File: src/rtl/sort_pkg.sv
// Shared types and constants for the sort engine and its stream adapter.
// Imported by the adapter, the sorter and the bench.
package sort_pkg;

  localparam int DEPTH = 8;
  localparam int WIDTH = 8;
  localparam int AW    = 3;

  // one odd-even transposition pass per element
  localparam int SORT_PASSES = DEPTH;

  typedef enum logic [2:0] {
    S_LOAD,
    S_START,
    S_WAIT_BUSY,
    S_WAIT_DONE,
    S_RD_ADDR,
    S_RD_DATA
  } state_t;

endpackage

File: src/rtl/sort_stream_adapter.sv
// Stream adapter around the sort engine: loads 8 beats, sorts,
// then streams the block back out in ascending order.
module sort_stream_adapter
  import sort_pkg::*;
#(
  parameter int DEPTH   = sort_pkg::DEPTH,
  parameter int WIDTH   = sort_pkg::WIDTH,
  parameter int TIMEOUT = 255
) (
  input  logic             clk,
  input  logic             nrst,
  input  logic             in_valid,
  output logic             in_ready,
  input  logic [WIDTH-1:0] in_data,
  output logic             out_valid,
  input  logic             out_ready,
  output logic [WIDTH-1:0] out_data,
  output logic             out_last,
  output logic             busy,
  output logic             err,
  output logic             srt_start,
  output logic             srt_wr,
  output logic [AW-1:0]    srt_addr,
  output logic [WIDTH-1:0] srt_datain,
  input  logic [WIDTH-1:0] srt_dataout,
  input  logic             srt_ready
);

  localparam int TW = $clog2(TIMEOUT + 1);
  localparam logic [AW-1:0] LAST = AW'(DEPTH - 1);

  state_t        state, state_n;
  logic [AW-1:0] wr_cnt, wr_cnt_n;
  logic [AW-1:0] rd_cnt, rd_cnt_n;
  logic [TW-1:0] tmo_cnt, tmo_cnt_n;
  logic          err_n;

  always_ff @(posedge clk) begin
    if (!nrst) begin
      state   <= S_LOAD;
      wr_cnt  <= '0;
      rd_cnt  <= '0;
      tmo_cnt <= '0;
      err     <= 1'b0;
    end else begin
      state   <= state_n;
      wr_cnt  <= wr_cnt_n;
      rd_cnt  <= rd_cnt_n;
      tmo_cnt <= tmo_cnt_n;
      err     <= err_n;
    end
  end

  always_comb begin
    state_n   = state;
    wr_cnt_n  = wr_cnt;
    rd_cnt_n  = rd_cnt;
    tmo_cnt_n = tmo_cnt;
    err_n     = err;
    unique case (state)
      S_LOAD: begin
        if (in_valid && srt_ready) begin
          if (wr_cnt == LAST) begin
            wr_cnt_n = '0;
            state_n  = S_START;
          end else begin
            wr_cnt_n = wr_cnt + AW'(1);
          end
        end
      end
      S_START: begin
        state_n = S_WAIT_BUSY;
      end
      S_WAIT_BUSY: begin
        tmo_cnt_n = '0;
        state_n   = S_WAIT_DONE;
      end
      S_WAIT_DONE: begin
        if (srt_ready) begin
          rd_cnt_n = '0;
          state_n  = S_RD_ADDR;
        end else begin
          tmo_cnt_n = tmo_cnt + TW'(1);
          // this cycle brings the count to TIMEOUT
          if (tmo_cnt == TW'(TIMEOUT - 1)) begin
            err_n    = 1'b1;
            wr_cnt_n = '0;
            state_n  = S_LOAD;
          end
        end
      end
      S_RD_ADDR: begin
        state_n = S_RD_DATA;
      end
      S_RD_DATA: begin
        if (out_ready) begin
          if (rd_cnt == LAST) begin
            rd_cnt_n = '0;
            state_n  = S_LOAD;
          end else begin
            rd_cnt_n = rd_cnt + AW'(1);
            state_n  = S_RD_ADDR;
          end
        end
      end
      default: begin
        state_n = S_LOAD;
      end
    endcase
  end

  always_comb begin
    in_ready   = 1'b0;
    out_valid  = 1'b0;
    out_data   = '0;
    out_last   = 1'b0;
    busy       = 1'b1;
    srt_start  = 1'b0;
    srt_wr     = 1'b0;
    srt_addr   = '0;
    srt_datain = '0;
    unique case (state)
      S_LOAD: begin
        busy       = 1'b0;
        in_ready   = srt_ready;
        srt_wr     = in_valid & srt_ready;
        srt_addr   = wr_cnt;
        srt_datain = in_data;
      end
      S_START: begin
        srt_start = 1'b1;
      end
      S_RD_ADDR: begin
        srt_addr = rd_cnt;
      end
      // address held so the registered read data stays put
      S_RD_DATA: begin
        srt_addr  = rd_cnt;
        out_valid = 1'b1;
        out_data  = srt_dataout;
        out_last  = (rd_cnt == LAST);
      end
      default: begin
        busy = 1'b1;
      end
    endcase
  end

endmodule

File: config.mk
export PLATFORM = sky130hd
export DESIGN_NAME = sort_stream_adapter
export DESIGN_NICKNAME = d
export VERILOG_FILES = /design/src/rtl/sort_pkg.sv /design/src/rtl/sort_stream_adapter.sv
export SDC_FILE = /design/constraint.sdc
export NUM_CORES = 1
export LEC_CHECK = 0
export CORE_MARGIN = 10
export CORE_UTILIZATION = 45
export CTS_BUF_LIST = sky130_fd_sc_hd__clkbuf_8
export DETAILED_ROUTE_END_ITERATION = 7
export PLACE_DENSITY = 0.92
export SYNTH_ARGS = -nofsm -noshare
export SYNTH_HDL_FRONTEND = slang
export SYNTH_SLANG_ARGS = --single-unit
File: constraint.sdc
create_clock -name clk -period 1.73 [get_ports clk]
set_input_delay 0.346 -clock clk [delete_from_list [all_inputs] [get_ports clk]]
set_output_delay 0.346 -clock clk [all_outputs]
set_load 0.005 [all_outputs]
==> results of run 1 <==
==> sequential cells by signal, summed over array words and instances (netlist names) <==
register and flops:
tmo_cnt 8, rd_cnt 3, state 3, wr_cnt 3, err 1
==> cell type report <==
cell class                      instances  area (µm²)  share of cell area
Sequential cell                        18       374.1              0.1912
Inverter                                6       22.52             0.01151
Timing Repair Buffer                   74       631.9              0.3229
Multi-Input combinational cell        113       835.8              0.4271
Clock buffer                            4       55.05             0.02813
Tap cell                               30       37.54             0.01918
==> stage by stage <==
step                      instance area (µm²)  hold slack (ns)  TNS [ns]
after CTS                                1928           0.4833   -0.4805
after global routing                     1957           0.4958   -0.5012
final                                    1957           0.4816   -0.1279
after detailed placement                 1788           0.4674    -2.163
after floorplan                          1207           0.4515         0
after global placement                   1788           0.4552    -1.065
==> cell families after synthesis <==
group                      Yosys count  share of synthesized area
AOI/OAI and AO/OA                   24                     0.1378
xor gates and xnor gates             1                   0.007255
adders and majority gates            6                    0.06217
buffers and inverters               17                    0.06217
DFF                                 18                     0.2984
muxes                                7                    0.05803
and+or+nand+nor                     74                     0.3741
==> report_power, final <==
part	leakage (nW)	switching (W)	internal [W]
combinational	0.673	0.000339	0.000437
clock	0.0288	0.000164	0.000203
sequential	0.149	0.0000288	0.000436
==> metal layers <==
layer,global-route usage,up-vias
li1,-,659
met1,0.1893,735
met2,0.3235,75
met3,0.04545,32
met4,0.1011,0
met5,0,-
==> placed cells by master (no fill, tap or decap), types with 3 or more instances in the layout <==
| cell | count |
|---|---|
| a21boi_0 | 3 |
| a21oi_1 | 3 |
| and2_1 | 13 |
| and2_4 | 6 |
| buf_2 | 6 |
| buf_4 | 22 |
| buf_6 | 10 |
| clkbuf_2 | 5 |
| clkbuf_8 | 4 |
| clkdlybuf4s50_1 | 21 |
| dfxtp_1 | 13 |
| dfxtp_4 | 3 |
| dlygate4sd2_1 | 9 |
| ha_1 | 5 |
| inv_1 | 6 |
| mux2i_1 | 7 |
| nand2_1 | 8 |
| nand2b_1 | 4 |
| nand3_1 | 10 |
| nand3b_1 | 7 |
| nor2_1 | 4 |
| nor4_1 | 4 |
| o21ai_0 | 3 |
==> final timing paths <==
path,to,cells after the start,startpoint,slack [ns]
setup / recovery,busy,4,state[2],-0.05
hold / removal,err,1,err,0.48
setup reg to reg,wr_cnt[0],8,state[2],0
hold reg to reg,err,1,err,0.48
==> critical path, cell delays in order (launching register included) <==
cell and delay, ns:
dfxtp_4 0.38, nor3_4 0.23, inv_1 0.13, buf_4 0.16
dlygate4sd2_1 0.26
==> cell usage after synthesis (2+ instances only) <==
cell type / n / area, µm²
dfxtp_1: 18 / 360.4
inv_1: 6 / 22.52
nor3b_1: 2 / 15.01
ha_1: 6 / 75.07
o211ai_1: 2 / 15.01
a22oi_1: 2 / 15.01
nand2b_1: 4 / 25.02
o22ai_1: 2 / 12.51
and2_1: 19 / 118.9
nor4_1: 4 / 25.02
nand4_1: 2 / 12.51
o21ai_0: 3 / 15.01
nand3_1: 10 / 50.05
clkbuf_1: 7 / 26.28
nand2_1: 8 / 30.03
or4_1: 2 / 15.01
nand3b_1: 7 / 52.55
a21boi_0: 3 / 22.52
or2_2: 2 / 12.51
a21oi_1: 4 / 20.02
nor2_1: 6 / 22.52
mux2i_1: 7 / 70.07
o31ai_1: 2 / 15.01
buf_2: 3 / 15.01
==> timing repair <==
item | in CTS | in global routing
buffers inserted | 9 | 2
gates cloned | 2 | 0
setup endpoints to repair | 25 | 22
pin swaps | 2 | 5
resized for setup | 80 | 25
==> run metrics, run 1 <==
# setup viols final 4; clk buf depth 2; routed vias 1,501; Tcrit/Tclk final 1.027; Starting DRT DRC Count 103; Core Footprint 0.002522 mm²; violated checks setup timing; Layout area overhead 62.07%; met1 WL 1875 µm; maximum VDD drop around 0.0008 V; pwr dens 822.1 mW/mm²; TritonCTS clock tree yes; CP startpoint kind register; Routed Antenna Nets 0; clock root buffer clkbuf_8; fin nets 243; I/O pin cnt 47; Reg clk slew, reported paths 0.08 ns; worst path arrival time 1.43 ns; Cell Count, Final, Fillers Out 245; DR WL met2 2712 µm; clk_lat worst skew 0.27 ns; layout cells sized above 1 0.3349; CTS Buf Count 3; vias in the first global route 1,523; largest net degree at the start of global routing 17; Post-synth EDFFs 0; Placed Cells 230; gr ovfl total 0; Chip Height 71.80 µm; Post-synth ARST share 0; count of input and output buffers 46; final WL 5169 µm; status finished, violations left; max-cap violations 0; H-tree depth 1; Yosys cell types 40; num rows 18; CP Capture Type output port; Routed met3 length ~300 µm; Synthesis Warnings 0; Routed wire per std cell 21.10 µm; Via density 6.127; Die ar. 0.005155 mm²; CP required 1.38 ns; Sink Count 18; Final Max Slew Viols 0; Syn Inst Count 147; Final Critical Period 1.777 ns; Die Span X about 70 µm; Slew @ Worst Pin 0.3452 ns; Max Fclk 0.5627 GHz; antenna cells 0; Hold Fails Final Rpt 0; max layer used met4; first-pass GRT wire length 7624 µm; Setup Skew 0.009585 ns; Critical Path Fanout Max 5; RD Place Congestion 0.8074; antenna violations before repair 0; GR Util All Layers 0.1817; Mapped Nets between 150 and 200; post-layout util 0.7758; Post-DP HPWL 3128 µm; RSZ-0062 raised after global routing true; critical path class reg -> out; # fillers 153; 1st-pass router iterations 4; Primary FF master, synth dfxtp_1; DRC 0; Setup WS post-layout -0.04713 ns; Min-Delay Path Class reg -> reg; Yosys reg bits 18; mapped cell area around 0.0012 mm²; Initial Util 0.4787; Pwr Total roughly 0.0016 W; post-synthesis sequential area ratio 0.2984; syn_area_per_cell between 8 and 9 µm²; CTS hold repair buffers 0; static leakage 0.8499 nW; pre-CTS setup slack -0.2197 ns; relative slew slack 0.7677
Note: power is estimated with default switching activity, not from simulation.
==> run 2, diff against run 1 <==
--- a/config.mk
+++ b/config.mk
@@ -6,10 +6,10 @@
 export NUM_CORES = 1
 export LEC_CHECK = 0
 export CORE_MARGIN = 10
-export CORE_UTILIZATION = 45
+export CORE_UTILIZATION = 41
 export CTS_BUF_LIST = sky130_fd_sc_hd__clkbuf_8
 export DETAILED_ROUTE_END_ITERATION = 7
-export PLACE_DENSITY = 0.92
+export PLACE_DENSITY = 0.89
 export SYNTH_ARGS = -nofsm -noshare
 export SYNTH_HDL_FRONTEND = slang
 export SYNTH_SLANG_ARGS = --single-unit
==> constraint.sdc (replaced) <==
create_clock -name clk -period 1.5 [get_ports clk]
set_input_delay 0.3 -clock clk [delete_from_list [all_inputs] [get_ports clk]]
set_output_delay 0.3 -clock clk [all_outputs]
set_load 0.005 [all_outputs]
==> run 2 against run 1 <==
The flow still finishes with violations (setup timing); cell area grew 16%; hold slack better by 0.0039 ns; die area increased by 7.0%; combinational power increased by 56%; sequential power rose by 16%; critical path type unchanged; largest cell class unchanged.
==> run metrics, run 2 (synthesis gave the netlist of run 1 again) <==
status finished, violations left; violated checks setup timing; CP startpoint kind register; reg2reg end wr_cnt[0]; Hold Fails Final Rpt 0; Initial Util 0.4341; Sink Count 18; Routed wire per std cell 21.22 µm; Hold Crit Endpoint err; Fin Hold WS slightly below 0.5 ns; post-layout util 0.8138; r2r startpoint state[2]; Post-DP HPWL between 3000 and 4000 µm; Die Span X 74.27 µm; worst r2r path cells 8; max FFs per register 8; area of the multi-input gates 970.9 µm²; Tcrit/Tclk final 1.159; vias in the first global route 1,617; critical path class reg -> out; Core Footprint 0.002781 mm²; # setup viols final 22; Reg area 372.9 µm²; Layout area overhead 87.46%; RSZ-0062 raised after global routing true; TritonCTS clock tree yes; antenna violations before repair 0; Reg clk slew, reported paths ~0.080 ns; Post-Layout Inst Area 0.002263 mm²; pre-CTS setup slack -0.3538 ns; Critical Path Fanout Max 5; commonest non-fill, non-tap cells in the layout buf_6 (31), clkdlybuf4s50_1 (21), buf_4 (21), and2_4 (16), dfxtp_1 (14); Max Fclk between 0.5 and 0.6 GHz; CTS Buf Count 3; Min-Delay Path Depth 1; 1st-pass router iterations 4; Die ar. 0.005515 mm²; static leakage ~0.94 nW; # fillers approximately 160; I/O pin cnt 47; num rows 19; fin nets 255; clk buf depth 2; largest reg by FF count tmo_cnt; DRC 0; CP required 1.20 ns; H-tree depth 1; hold_sp err; Via density 6.085; Final Critical Period approximately 1.7 ns; Slew @ Worst Pin 0.3652 ns; placed cell areas ~0.0018 mm²; GR Util All Layers 0.1890; final WL 5476 µm; clk_lat worst skew about 0.27 ns; max-cap violations 0; pwr dens 959.3 mW/mm²; count of input and output buffers 46; Routed Antenna Nets 0; clock root buffer clkbuf_8; flop2flop setup slack -0.06 ns; first-pass GRT wire length 8176 µm; antenna cells 0; RD Place Congestion 0.7947; CTS hold repair buffers 0; largest net degree at the start of global routing 14; CP Capture Type output port; Min-Delay Path Class reg -> reg; Final Max Slew Viols 0; commonest non-fill, non-tap cell in the layout buf_6; maximum VDD drop ~0.001 V; Starting DRT DRC Count approximately 100; routed vias between 1,500 and 2,000; worst path arrival time 1.44 ns; TNS Setup -2.573 ns; Chip Height 74.27 µm; Setup Skew between 0.01 and 0.015 ns; gr ovfl total 0; Setup WS post-layout -0.2385 ns; layout cells sized above 1 0.5154; relative slew slack 0.7545
[run 2: area by class of cell]
type,instances,share of cell area
inverter,6,0.01106
multi-input combinational,113,0.4290
clock buffer,4,0.02432
tap,31,0.01714
sequential,18,0.1647
timing repair buffer,86,0.3538
[run 2: stage by stage]
step	power, W	instances
2_1_floorplan	0.0008333	147
3_3_place_gp	0.001193	237
3_5_place_dp	0.001220	237
4_1_cts	0.001968	258
5_1_grt	0.002253	258
6_report	0.002171	258
[run 2: worst max path at each step]
stage	startpoint	end	slack, ns	cells past startpoint
2_1_floorplan	state[0]	out_data[0]	0.1	4
3_3_place_gp	srt_ready	srt_wr	-0.34	4
3_5_place_dp	srt_ready	tmo_cnt[3]	-0.35	5
4_1_cts	state[2]	srt_datain[1]	-0.19	6
5_1_grt	state[2]	srt_datain[1]	-0.29	6
6_report	state[2]	srt_datain[1]	-0.24	6
[run 2: critical path, stage by stage, from the launching register on]
cell and delay, ns:
dfxtp_4 0.37, nor3_4 0.22, buf_2 0.16, buf_6 0.09, buf_6 0.10, and2_4 0.14
buf_6 0.09
[run 2: metal layers]
layer / global-route usage / vias to the layer above / part of all wire / wire length, µm
li1: - / 689 / - / -
met5: 0 / - / 0 / 0
met1: 0.1853 / 751 / 0.35 / 1937
met4: 0.1199 / 0 / 0.050 / 273
met2: 0.3542 / 107 / 0.53 / 2881
met3: 0.03590 / 23 / 0.070 / 384
[run 2: where the power goes]
group          switching, W  total, W  internal, W
Sequential        0.0000369  0.000540     0.000503
Combinational      0.000498   0.00121     0.000713
Clock              0.000186  0.000420     0.000234
[run 2: what timing repair did]
item / 4_1_cts / 5_1_grt
gates resized for setup: 157 / 31
gates cloned: 2 / 0
pin swaps: 21 / 12
hold endpoints to repair: 0 / 0
endpoints found under the setup margin: 32 / 38
setup buffers: 15 / 1
==> run 3, diff against run 2 <==
--- a/config.mk
+++ b/config.mk
@@ -5,7 +5,7 @@
 export SDC_FILE = /design/constraint.sdc
 export NUM_CORES = 1
 export LEC_CHECK = 0
-export CORE_MARGIN = 10
+export CORE_MARGIN = 2
 export CORE_UTILIZATION = 41
 export CTS_BUF_LIST = sky130_fd_sc_hd__clkbuf_8
 export DETAILED_ROUTE_END_ITERATION = 7
==> run 3 against run 2 <==
The flow still finishes with violations (setup timing); combinational power about the same; non-clock buffer count decreased by 2; register-to-register slack worse by 0.09 ns; sequential power down 2%; first-iteration DRC count fell by 55%; core utilization is 1.0 points higher; critical endpoint is now srt_datain[7]; largest power group unchanged.
==> run metrics, run 3 (synthesis gave the netlist of run 1 again) <==
max-cap violations 0; max FFs per register 8; Min-Delay Path Class reg -> reg; vias in the first global route between 1,500 and 2,000; num rows 19; Post-DP HPWL 2691 µm; Placed Cells 232; Routed Antenna Nets 0; maximum VDD drop 0.0009799 V; commonest non-fill, non-tap cells in the layout buf_6 (29), buf_4 (22), clkdlybuf4s50_1 (20), and2_4 (15), dfxtp_1 (13); worst path cell trace nor3_4 -> buf_6 -> buf_6 -> buf_6 -> and2_1 -> buf_2; CTS hold repair buffers 0; CP Capture Type output port; area of the multi-input gates approximately 990 µm²; status finished, violations left; Cell Count, Final, Fillers Out 256; Critical Path Fanout Max 4; Core Footprint 0.002781 mm²; static leakage 0.9355 nW; TritonCTS clock tree yes; violated checks setup timing; # fillers 138; worst path arrival time 1.45 ns; most frequent CP cell buf_6; clock root buffer clkbuf_8; Slew @ Worst Pin ~0.33 ns; Max Fclk 0.5702 GHz; Reg area roughly 370 µm²; Final Max Slew Viols 0; Routed wire per std cell approximately 20 µm; 1st-pass router iterations 4; Setup Skew 0.01322 ns; first-pass GRT wire length 7251 µm; # setup viols final 26; layout cells sized above 1 0.4978; final WL 5079 µm; H-tree depth 1; CTS Buf Count 3; Chip Height just under 60 µm; clk_lat worst skew 0.27 ns; Sink Count 18; CP Buf/Inv Count 4; antenna cells 0; CP required 1.20 ns; relative slew slack 0.7772; RSZ-0062 raised after global routing true; gr ovfl total 0; Reg clk slew, reported paths 0.08 ns; clk buf depth 2; routed vias roughly 1,500; Starting DRT DRC Count 46; antenna violations before repair 0; Die Span X 58.27 µm; GR Util All Layers 0.2825; Layout area overhead 89.84%; I/O pin cnt 47; Final Critical Period between 1.5 and 2 ns; Die ar. 0.003395 mm²; Worst path max stage delay 0.36 ns; Tcrit/Tclk final 1.169; Initial Util 0.4341; CP startpoint kind register; pwr dens between 900 and 1000 mW/mm²; commonest non-fill, non-tap cell in the layout buf_6; largest reg by FF count tmo_cnt; Via density 5.914; RD Place Congestion roughly 0.80; critical path class reg -> out; fin nets 253; pre-CTS setup slack -0.3727 ns; DRC 0; Setup WS post-layout -0.2536 ns; CP delay by family, top buffers and inverters; largest net degree at the start of global routing 13; Hold Fails Final Rpt 0; slowest library cell on the worst path dfxtp_4; count of input and output buffers 46
==> run 3: changes by cell type in the layout (fill, tap and decap cells not counted), sizes merged <==
cell           previous run  this run
buf                      64        58
clkbuf                    4         7
clkdlybuf4s15             0         1
clkdlybuf4s50            21        20
dlymetal6s2s              0         1
==> run 3: per-layer routing <==
metal	vias to the layer above	share of wire	track usage
met1	717	0.37	0.2995
met4	0	0.048	0.1761
met5	-	0	0
met3	27	0.054	0.04688
li1	677	-	-
met2	93	0.53	0.5120
==> run 3: worst paths after layout <==
check / from / end / slack, ns / depth (start not counted)
worst max-delay path: state[2] / srt_datain[7] / -0.25 / 6
worst min-delay path: err / err / 0.49 / 1
worst max register to register: state[2] / tmo_cnt[3] / -0.15 / 5
worst min register to register: err / err / 0.49 / 1
==> run 3: timing repair <==
item | in CTS | in global routing
endpoints found under the setup margin | 31 | 35
cloned | 2 | 1
hold endpoints to repair | 0 | 0
buffers inserted | 15 | 4
pin swaps | 18 | 13
gates resized for setup | 152 | 36
==> run 3: where the power goes <==
part | leakage (nW) | switching [W] | total (W) | internal, W
clock | 0.0288 | 0.000181 | 0.000415 | 0.000234
sequential | 0.149 | 0.0000285 | 0.000531 | 0.000503
combinational | 0.758 | 0.000500 | 0.00122 | 0.000720
==> run 3: layout make-up <==
cell class | count | share of cell area
clock buffers | 4 | 0.02402
inverters | 6 | 0.01092
multi-input cells | 113 | 0.4318
flip-flops and latches | 18 | 0.1632
well taps | 31 | 0.01692
repair buffers | 84 | 0.3532
==> run 3: metrics by stage <==
step,TNS (ns),total power (W),util,area (µm²),hold slack (ns)
after global routing,-4.340,0.002236,0.8241,2292,0.5068
after CTS,-2.615,0.001927,0.7674,2135,0.4870
after detailed placement,-7.640,0.001196,0.6460,1797,0.4605
after floorplan,0,0.0008333,-,1207,0.4515
after global placement,-6.268,0.001163,0.6460,1797,0.4569
final,-3.315,0.002165,0.8241,2292,0.4923
